==> config.mk <==
export PLATFORM = sky130hd
export DESIGN_NAME = uart_cmd_decoder
export DESIGN_NICKNAME = d
export VERILOG_FILES = /design/src/rtl/uart_cmd_decoder.sv
export SDC_FILE = /design/constraint.sdc
export NUM_CORES = 1
export LEC_CHECK = 0
export ABC_AREA = 1
export CAP_MARGIN = 40
export CORE_ASPECT_RATIO = 1.5
export CORE_MARGIN = 5
export CORE_UTILIZATION = 43
export CTS_BUF_LIST = sky130_fd_sc_hd__clkbuf_16
export CTS_CLUSTER_DIAMETER = 100
export DETAILED_ROUTE_END_ITERATION = 6
export GPL_TIMING_DRIVEN = 0
export PLACE_DENSITY = 0.8
export SYNTH_ARGS = -nofsm -noshare
export SYNTH_HDL_FRONTEND = slang
export SYNTH_SLANG_ARGS = --single-unit
==> constraint.sdc <==
create_clock -name clk -period 1.37 [get_ports clk]
set_input_delay 0.137 -clock clk [delete_from_list [all_inputs] [get_ports clk]]
set_output_delay 0.137 -clock clk [all_outputs]
set_load 0.02 [all_outputs]
==> src/rtl/uart_cmd_decoder.sv <==
`default_nettype none
// ============================================================================
// Module   : uart_cmd_decoder
// Purpose  : Parses 9-bit UART frames (8 data + 1 parity) into register-bank
//            commands. A header byte (bit7 = write, bits[6:0] = address) is
//            followed, for writes, by BYTES data bytes (MSB byte first).
//            Issues held write/read handshakes, returns read data, and
//            reports parity/range/timeout/overrun errors with a saturating
//            error count.
// Ports    : clk, rst (sync, active-low)
//            frame_valid, frame[8:0]              - received frames
//            wr_en, wr_addr, wr_data, wr_ack      - write handshake
//            rd_req, rd_addr, rd_ack, rd_data     - read handshake
//            resp_valid, resp_data                - read result
//            err_pulse, err_code, err_count, busy - status / debug
// Options  : `define UART_CMD_PARITY_CHECK_EN to enforce even parity on
//            frame[8:0]; otherwise frame[8] is ignored.
// Revision : 1.0 - initial parametrised release
// ============================================================================
module uart_cmd_decoder #(
    parameter int ADDR_W   = 4,
    parameter int DATA_W   = 8,
    parameter int NUM_REGS = 16,
    parameter int TIMEOUT  = 1000
) (
    input  logic              clk,
    input  logic              rst,
    input  logic              frame_valid,
    input  logic [8:0]        frame,
    output logic              wr_en,
    output logic [ADDR_W-1:0] wr_addr,
    output logic [DATA_W-1:0] wr_data,
    input  logic              wr_ack,
    output logic              rd_req,
    output logic [ADDR_W-1:0] rd_addr,
    input  logic              rd_ack,
    input  logic [DATA_W-1:0] rd_data,
    output logic              resp_valid,
    output logic [DATA_W-1:0] resp_data,
    output logic              err_pulse,
    output logic [1:0]        err_code,
    output logic [7:0]        err_count,
    output logic              busy
);

    localparam int c_BYTES = (DATA_W + 7) / 8;
    localparam int c_CNT_W = $clog2(c_BYTES + 1);
    localparam int c_TMO_W = $clog2(TIMEOUT + 1);

    localparam logic [1:0] c_ERR_PARITY  = 2'd0;
    localparam logic [1:0] c_ERR_RANGE   = 2'd1;
    localparam logic [1:0] c_ERR_TIMEOUT = 2'd2;
    localparam logic [1:0] c_ERR_OVERRUN = 2'd3;

    typedef enum logic [1:0] {
        S_IDLE  = 2'd0,
        S_DATA  = 2'd1,
        S_WRITE = 2'd2,
        S_READ  = 2'd3
    } state_t;

    state_t              r_state, w_state;
    logic [c_TMO_W-1:0]  r_tmo, w_tmo;
    logic [c_CNT_W-1:0]  r_cnt, w_cnt;
    logic [ADDR_W-1:0]   r_addr, w_addr;
    logic                r_oor, w_oor;
    logic [DATA_W-1:0]   r_data, w_data;
    logic                r_wr_en, w_wr_en;
    logic                r_rd_req, w_rd_req;
    logic                r_resp_valid, w_resp_valid;
    logic [DATA_W-1:0]   r_resp_data, w_resp_data;
    logic                r_err_pulse;
    logic [1:0]          r_err_code;
    logic [7:0]          r_err_count;

    logic                w_par_err;
    logic                w_hdr_oor;
    logic                w_expire;
    logic [DATA_W-1:0]   w_shifted;
    logic                w_e_tmo, w_e_ovr, w_e_par, w_e_rng;
    logic                w_err_any;
    logic [1:0]          w_err_code;

`ifdef UART_CMD_PARITY_CHECK_EN
    // Even parity across all nine bits.
    assign w_par_err = ^frame;
`else
    logic w_unused_parity_bit;
    assign w_unused_parity_bit = frame[8];
    assign w_par_err           = 1'b0;
`endif

    assign w_hdr_oor = (32'(frame[6:0]) >= 32'(NUM_REGS));

    // The counter is zero on the first cycle of a timed state, so the edge
    // that samples TIMEOUT-1 ends the TIMEOUT-th allowed cycle.
    assign w_expire  = (r_state != S_IDLE) && (r_tmo == c_TMO_W'(TIMEOUT - 1));

    // Shift in a new byte, keeping only the low DATA_W bits.
    generate
        if (DATA_W > 8) begin : g_shift_wide
            assign w_shifted = {r_data[DATA_W-9:0], frame[7:0]};
        end else begin : g_shift_narrow
            assign w_shifted = frame[DATA_W-1:0];
        end
    endgenerate

    always_comb begin
        w_state      = r_state;
        w_tmo        = r_tmo;
        w_cnt        = r_cnt;
        w_addr       = r_addr;
        w_oor        = r_oor;
        w_data       = r_data;
        w_wr_en      = r_wr_en;
        w_rd_req     = r_rd_req;
        w_resp_valid = 1'b0;
        w_resp_data  = r_resp_data;
        w_e_tmo      = 1'b0;
        w_e_ovr      = 1'b0;
        w_e_par      = 1'b0;
        w_e_rng      = 1'b0;

        case (r_state)
            S_IDLE: begin
                w_tmo = '0;
                if (frame_valid) begin
                    if (w_par_err) begin
                        w_e_par = 1'b1;
                    end else if (frame[7]) begin
                        // Range is checked only after all data bytes arrive.
                        w_state = S_DATA;
                        w_cnt   = c_CNT_W'(c_BYTES);
                        w_addr  = frame[ADDR_W-1:0];
                        w_oor   = w_hdr_oor;
                    end else if (w_hdr_oor) begin
                        w_e_rng = 1'b1;
                    end else begin
                        w_state  = S_READ;
                        w_addr   = frame[ADDR_W-1:0];
                        w_rd_req = 1'b1;
                    end
                end
            end

            S_DATA: begin
                w_tmo = r_tmo + c_TMO_W'(1);
                if (w_expire) begin
                    // A frame landing on the expiry cycle is discarded.
                    w_e_tmo = 1'b1;
                    w_state = S_IDLE;
                    w_tmo   = '0;
                end else if (frame_valid) begin
                    w_tmo = '0;
                    if (w_par_err) begin
                        w_e_par = 1'b1;
                        w_state = S_IDLE;
                    end else begin
                        w_data = w_shifted;
                        w_cnt  = r_cnt - c_CNT_W'(1);
                        if (r_cnt == c_CNT_W'(1)) begin
                            if (r_oor) begin
                                w_e_rng = 1'b1;
                                w_state = S_IDLE;
                            end else begin
                                w_state = S_WRITE;
                                w_wr_en = 1'b1;
                            end
                        end
                    end
                end
            end

            S_WRITE: begin
                w_tmo   = r_tmo + c_TMO_W'(1);
                w_e_ovr = frame_valid;
                // An ack on the expiry cycle still completes the write.
                if (wr_ack) begin
                    w_wr_en = 1'b0;
                    w_state = S_IDLE;
                    w_tmo   = '0;
                end else if (w_expire) begin
                    w_e_tmo = 1'b1;
                    w_wr_en = 1'b0;
                    w_state = S_IDLE;
                    w_tmo   = '0;
                end
            end

            S_READ: begin
                w_tmo   = r_tmo + c_TMO_W'(1);
                w_e_ovr = frame_valid;
                if (rd_ack) begin
                    w_rd_req     = 1'b0;
                    w_resp_data  = rd_data;
                    w_resp_valid = 1'b1;
                    w_state      = S_IDLE;
                    w_tmo        = '0;
                end else if (w_expire) begin
                    w_e_tmo  = 1'b1;
                    w_rd_req = 1'b0;
                    w_state  = S_IDLE;
                    w_tmo    = '0;
                end
            end

            default: begin
                w_state = S_IDLE;
            end
        endcase
    end

    // One strobe per cycle: timeout > overrun > parity > range.
    assign w_err_any  = w_e_tmo | w_e_ovr | w_e_par | w_e_rng;
    assign w_err_code = w_e_tmo ? c_ERR_TIMEOUT :
                        w_e_ovr ? c_ERR_OVERRUN :
                        w_e_par ? c_ERR_PARITY  : c_ERR_RANGE;

    always_ff @(posedge clk) begin
        if (!rst) begin
            r_state      <= S_IDLE;
            r_tmo        <= '0;
            r_cnt        <= '0;
            r_addr       <= '0;
            r_oor        <= 1'b0;
            r_data       <= '0;
            r_wr_en      <= 1'b0;
            r_rd_req     <= 1'b0;
            r_resp_valid <= 1'b0;
            r_resp_data  <= '0;
            r_err_pulse  <= 1'b0;
            r_err_code   <= 2'd0;
            r_err_count  <= 8'd0;
        end else begin
            r_state      <= w_state;
            r_tmo        <= w_tmo;
            r_cnt        <= w_cnt;
            r_addr       <= w_addr;
            r_oor        <= w_oor;
            r_data       <= w_data;
            r_wr_en      <= w_wr_en;
            r_rd_req     <= w_rd_req;
            r_resp_valid <= w_resp_valid;
            r_resp_data  <= w_resp_data;
            r_err_pulse  <= w_err_any;
            if (w_err_any) begin
                r_err_code <= w_err_code;
                if (r_err_count != 8'hFF) begin
                    r_err_count <= r_err_count + 8'd1;
                end
            end
        end
    end

    assign wr_en      = r_wr_en;
    assign wr_addr    = r_addr;
    assign wr_data    = r_data;
    assign rd_req     = r_rd_req;
    assign rd_addr    = r_addr;
    assign resp_valid = r_resp_valid;
    assign resp_data  = r_resp_data;
    assign err_pulse  = r_err_pulse;
    assign err_code   = r_err_code;
    assign err_count  = r_err_count;
    assign busy       = (r_state != S_IDLE);

endmodule
`default_nettype wire

Yosys cells after proc, flatten, opt, wreduce, memory -nomap -nowiden
Cells that the tools add are included.
W data, S select, Z words.
Storage, ports and cells
  register bits: 48
  bits of input ports: 22
  output and inout bits: 39
  logic and storage cells: 108
Cells by class
  add/sub/neg operators: 3
  magnitude comparators: 1
  equality and inequality tests: 19
  mux-type cells: 52
  bitwise logic cells: 3
  reductions and logical operators: 17
Operator list (count)
  $mux W10: 5
  $pmux W10 S4: 1
  $mux W1: 26
  $mux W2: 12
  $ne A2 B2 Y1 const B: 9
  $ne A3 B3 Y1 const B: 5
  $add A10 B1 Y10 const B: 1
  $eq A10 B10 Y1 const B: 1
  $reduce_and A5 Y1: 2
  $reduce_and A3 Y1: 3
  $add A8 B1 Y8 const B: 1
  $mux W4: 2
  $ne A8 B8 Y1 const B: 1
  $pmux W1 S2: 4
  $pmux W2 S4: 1
  $reduce_bool A2 Y1: 4
  $ge A7 B5 Y1 const B: 1
  $reduce_and A2 Y1: 3
  $reduce_and A6 Y1: 1
  $eq A2 B2 Y1 const B: 2
  $reduce_and A4 Y1: 1
  $pmux W1 S3: 1
  $eq A2 B1 Y1 const B: 1
  $logic_not A2 Y1: 1
  5 further kinds: 6

Longest topological paths before layout
  word-level depth: 8
  gate-level depth with buffers: 12
  gate-level depth less buffers: 11

Worst setup path after synthesis
OpenSTA, ideal clock, no wires.
  kind: flip-flop to flip-flop
  from: register r_err_count[0] (netlist: err_count[0])
  to: register r_err_count[5] (netlist: err_count[5])
  library setup time: 0.069 ns
  arrival time: 1.622 ns
  slack: -0.321 ns
  stages on the path, launching flop included: 10
  path buffers: 0
  clock period less this slack: 1.691 ns
  path through: dfxtp_1 ha_1 nand3_1 nor2_1 nand2_1 nor2_1 nand2_2 nand2_2 nand2_1 a21oi_2
On the way
  cells in the longest elaborated chain, start to end: 2
  elaborated cells between the ends (all ways): 3
  those cells by class: add/sub: 1; eq/ne: 1; reduce/logical: 1
RTL lines
  from (decl): line 74  | logic [7:0] r_err_count;
  from (signal assigned): line 249  | r_err_count <= r_err_count + 8'd1;
  parallel branches: the longest is 2 deep, another holds $add A8 B1 Y8
Several ways; the timed one is not identified.
A chain may end at the register's enable or synchronous reset.

Final worst setup path
  from: register r_state[1]
  to: register r_err_count[5] (netlist: err_count[5])
On the way
  cells in the longest elaborated chain, start to end: 8
  elaborated cells between the ends (all ways): 17
  those cells by class: eq/ne: 3; mux: 7; bitwise: 2; reduce/logical: 5
RTL lines
  from (decl): line 62  | state_t r_state, w_state;
  from (signal assigned): line 235  | r_state <= w_state;
  $reduce_bool A2 Y1: line 97  | assign w_expire = (r_state != S_IDLE) && (r_tmo == c_TMO_W'(TIMEOUT - 1));
  $logic_and A1 B1 Y1: line 97
  $mux W1: line 148, 182, 199
  $mux W1 (on tied branches): line 193, 178
  $pmux W1 S3: line 124  | case (r_state)
  $or A1 B1 Y1: line 214  | assign w_err_any = w_e_tmo | w_e_ovr | w_e_par | w_e_rng;
  $or A1 B1 Y1 (*): line 214
  $reduce_and A2 Y1 (no source line) (*)
Mark *: on every way between the ends. The rest lies on a longest branch, timed or not.

==> reports/metrics.csv <==
stage,metric,value,unit
outcome,status,"finished, violations left",
outcome,failing checks,negative setup slack,
timing,fmax,657,MHz
clock_network,insertion delay to the later sink of the worst-skew pair,280,ps
yosys,"Top FF cell, synth",dfxtp_1,
clock_network,clk root buf,clkbuf_16,
setup_path,CP Cell Sequence,nor2_4 -> nand2_1 -> nor3_2 -> a21oi_2 -> nand2_4 -> buf_12 -> nand3_2 -> a21oi_2,
timing,count of pins over their slew limit,0,
setup_path,critical path class,flop to flop,
place,Setup Slack @ Placement,-391,ps
yosys,number of flops mapped to enable cells by yosys,0,
clock_network,clock sinks,48,
cells_and_area,Layout fillers,467,
place,IO Port Bufs,57,
die,starting density of the core,0.441,
flow_run,Max Cap Viol,0,
cells_and_area,share of cells above drive strength 1,0.265,
timing,RSZ-0062 raised after global routing,true,
timing,Final WS setup,-151,ps
power,PwrDens,1200,nW/um2
grt,antenna violations before repair,0,
yosys,Syn. warnings,0,
die,Die Footprint,6830,um2
route,drc violations,0,
setup_path,WP data arrival,1740,ps
timing,clk_skew,5.76,ps
setup_path,CP Max Fanout,10,
route,routed wire length,5.79,mm
setup_path,CP max-delay cell,dfxtp_4,
power,Lkg Pwr,1.52,nW
setup_path,most frequent CP cell,a21oi_2,
timing,Final period util,1.11,
grt,"Remaining Overflow, GRT",0,
grt,pin count of the biggest net entering global routing,15,
clock_network,clock slew at reported path FFs,60,ps
clock_network,TritonCTS Buffers,5,
grt,global-route wire length before repair,9.13,mm
grt,Total GRT Usage,0.165,
cells_and_area,synth-to-layout area growth,47.1,%
route,WL/cell,13.1,um
setup_path,Worst Setup Start Kind,flop,
route,drt via density,4.96,
cells_and_area,footprint of the multi-input gates,1250,um2
yosys,Seq cells post-synth,48,
route,met2 routed WL,3.29,mm
timing,crit path time final,1520,ps
die,Site Rows,32,
yosys,Syn Area/Cell,7.58,um2
cells_and_area,final instance area,3320,um2
yosys,sequential area share after synthesis,0.425,
die,Ports,61,
setup_path,CP peak stage delay,370,ps
timing,Final setup viols,18,
timing,Max transition margin,0.612,
route,met3 routed WL,179,um
die,overall die width,69.2,um
cells_and_area,FF/Latch Area,985,um2
route,max layer used,met4,
yosys,Area contributors post-synth,"dfxtp_1 43%, nand2_1 8.5%, a21oi_1 6.4%",
timing,worst hold slack,193,ps
clock_network,H-tree depth,2,
yosys,"Distinct cells, synth",33,
yosys,Syn Nets,322,
timing,pin slew with the least headroom to its limit,583,ps
setup_path,cell family with the largest share of critical-path delay,simple AND/OR/NAND/NOR gates,
route,Via Count,2192,
setup_path,Worst setup EP type,flop,
clock_network,Max clock buf depth,2,
place,cell area after placement,3020,um2
worst_hold_path,Min-Delay Path Class,input pin to flop,
yosys,Synth top area share,0.425,
power,Power Total,4.00,mW
power,peak supply drop,1.06,mV
route,Metal-1 WL,2.20,mm
route,Final ANT Viol Nets,0,
yosys,Yosys top cell by area,dfxtp_1,
setup_path,worst path required time,1580,ps
die,Die Height,98.8,um
die,CORE AREA,5120,um2
place,GPL Wtd Cong,0.851,
grt,vias in the first global route,2012,
route,First-pass DRT Iterations,6,
clock_network,clock tree from TritonCTS,built,
setup_path,Buf/Inv on CP,1,
cells_and_area,Antenna diodes,0,
route,initial detailed-routing violation count,76,
yosys,Syn Inst Count,298,
yosys,fraction of registers with async set/reset,0,
timing,Final Hold Vio Count,0,
place,HPWL Detailed,4.23,mm
cells_and_area,Nets,397,
yosys,Synth Cell Area,2260,um2
## state kept, by name (all words and copies together) (netlist names), 2 cells and up
register / flops
rd_addr: 4
err_count: 8
err_code: 2
r_state: 2
resp_data: 8
wr_data: 8
r_tmo: 10
## placed cells by master (no fill, tap or decap), drive strengths merged, types with 2 or more instances in the layout
cell            n
clkbuf          9
nor2           39
nor3            7
dfxtp          48
o21ai           9
xor2            5
dlygate4sd2    28
nand2          58
clkdlybuf4s50  20
a21oi          36
buf            20
nand4           5
nand3          33
ha              2
a31oi           2
nor4            2
dlymetal6s2s    8
inv            34
xnor2           2
## metrics by stage
stage                     instances  utilization  TNS [ps]
after floorplan                 298            -      -522
after global placement          423        0.589     -6110
final                           442        0.649     -1420
after detailed placement        423        0.589     -6840
after global routing            442        0.649     -4520
after CTS                       441        0.628     -1020
## Yosys cell counts (4+ instances only)
cell type and number:
inv_1 26, buf_4 6, nand3_2 8, nand2_1 51, clkbuf_1 4, a21oi_1 29, nor2_1 34, a21oi_2 7
nand3_1 25, nand2_2 6, nor3_1 6, xor2_1 5, nand4_1 4, nor2_2 4, inv_2 6, o21ai_0 7
dfxtp_1 48
## metal layers
layer	global-route usage	up-vias
met5	0	-
met1	0.164	1006
met3	0.0327	10
met4	0.0632	0
li1	-	1129
met2	0.326	47
## cell type report
class,count,share of cell area
multi-input combinational,205,0.377
sequential,48,0.296
timing repair buffer,68,0.194
inverter,32,0.0384
clock buffer,5,0.0376
buffer,13,0.0275
tap,68,0.0256
clock inverter,3,0.00376
## what timing repair did
action | in CTS | in global routing
pin swaps | 7 | 3
buffers inserted | 10 | 1
gates resized for setup | 37 | 29
endpoints found under the setup margin | 51 | 52
hold buffers | 0 | 0
## path summary, 6_finish.rpt
path | from | endpoint | slack (ps) | depth (start not counted)
setup / recovery | r_state[1]$_SDFFE_PN0P_ | err_count[5]$_SDFFE_PN0P_ | -150 | 8
hold / removal | rd_ack | resp_data[7]$_SDFFE_PN0P_ | 190 | 3
setup reg to reg | r_state[1]$_SDFFE_PN0P_ | err_count[5]$_SDFFE_PN0P_ | -150 | 8
hold reg to reg | resp_data[2]$_SDFFE_PN0P_ | resp_data[2]$_SDFFE_PN0P_ | 460 | 2
## worst register-to-register path: cells and delay by family (launching register included)
family,cells,cell delay [ps]
AOI/OAI and AO/OA,2,220
buffers and inverters,1,140
DFF,1,370
and+or+nand+nor,5,730
## cell families (layout without fill, tap and decap cells)
kind of cell	Yosys count	in the layout	share of synthesized area
buffers and inverters	45	121	0.0930
AND/OR/NAND/NOR	145	145	0.313
XOR/XNOR	7	7	0.0271
flip-flops	48	48	0.425
AO/OA/AOI/OAI	51	51	0.131
adder cells (fa/ha/maj)	2	2	0.0111
## report_power, final
group	leakage (nW)	internal (mW)	total (mW)	switching (mW)
registers	0.396	1.53	1.65	0.119
logic	1.05	0.497	1.22	0.719
clock network	0.0762	0.659	1.13	0.472
total	1.52	2.69	4.00	1.31
Note: power is estimated with default switching activity, not from simulation.
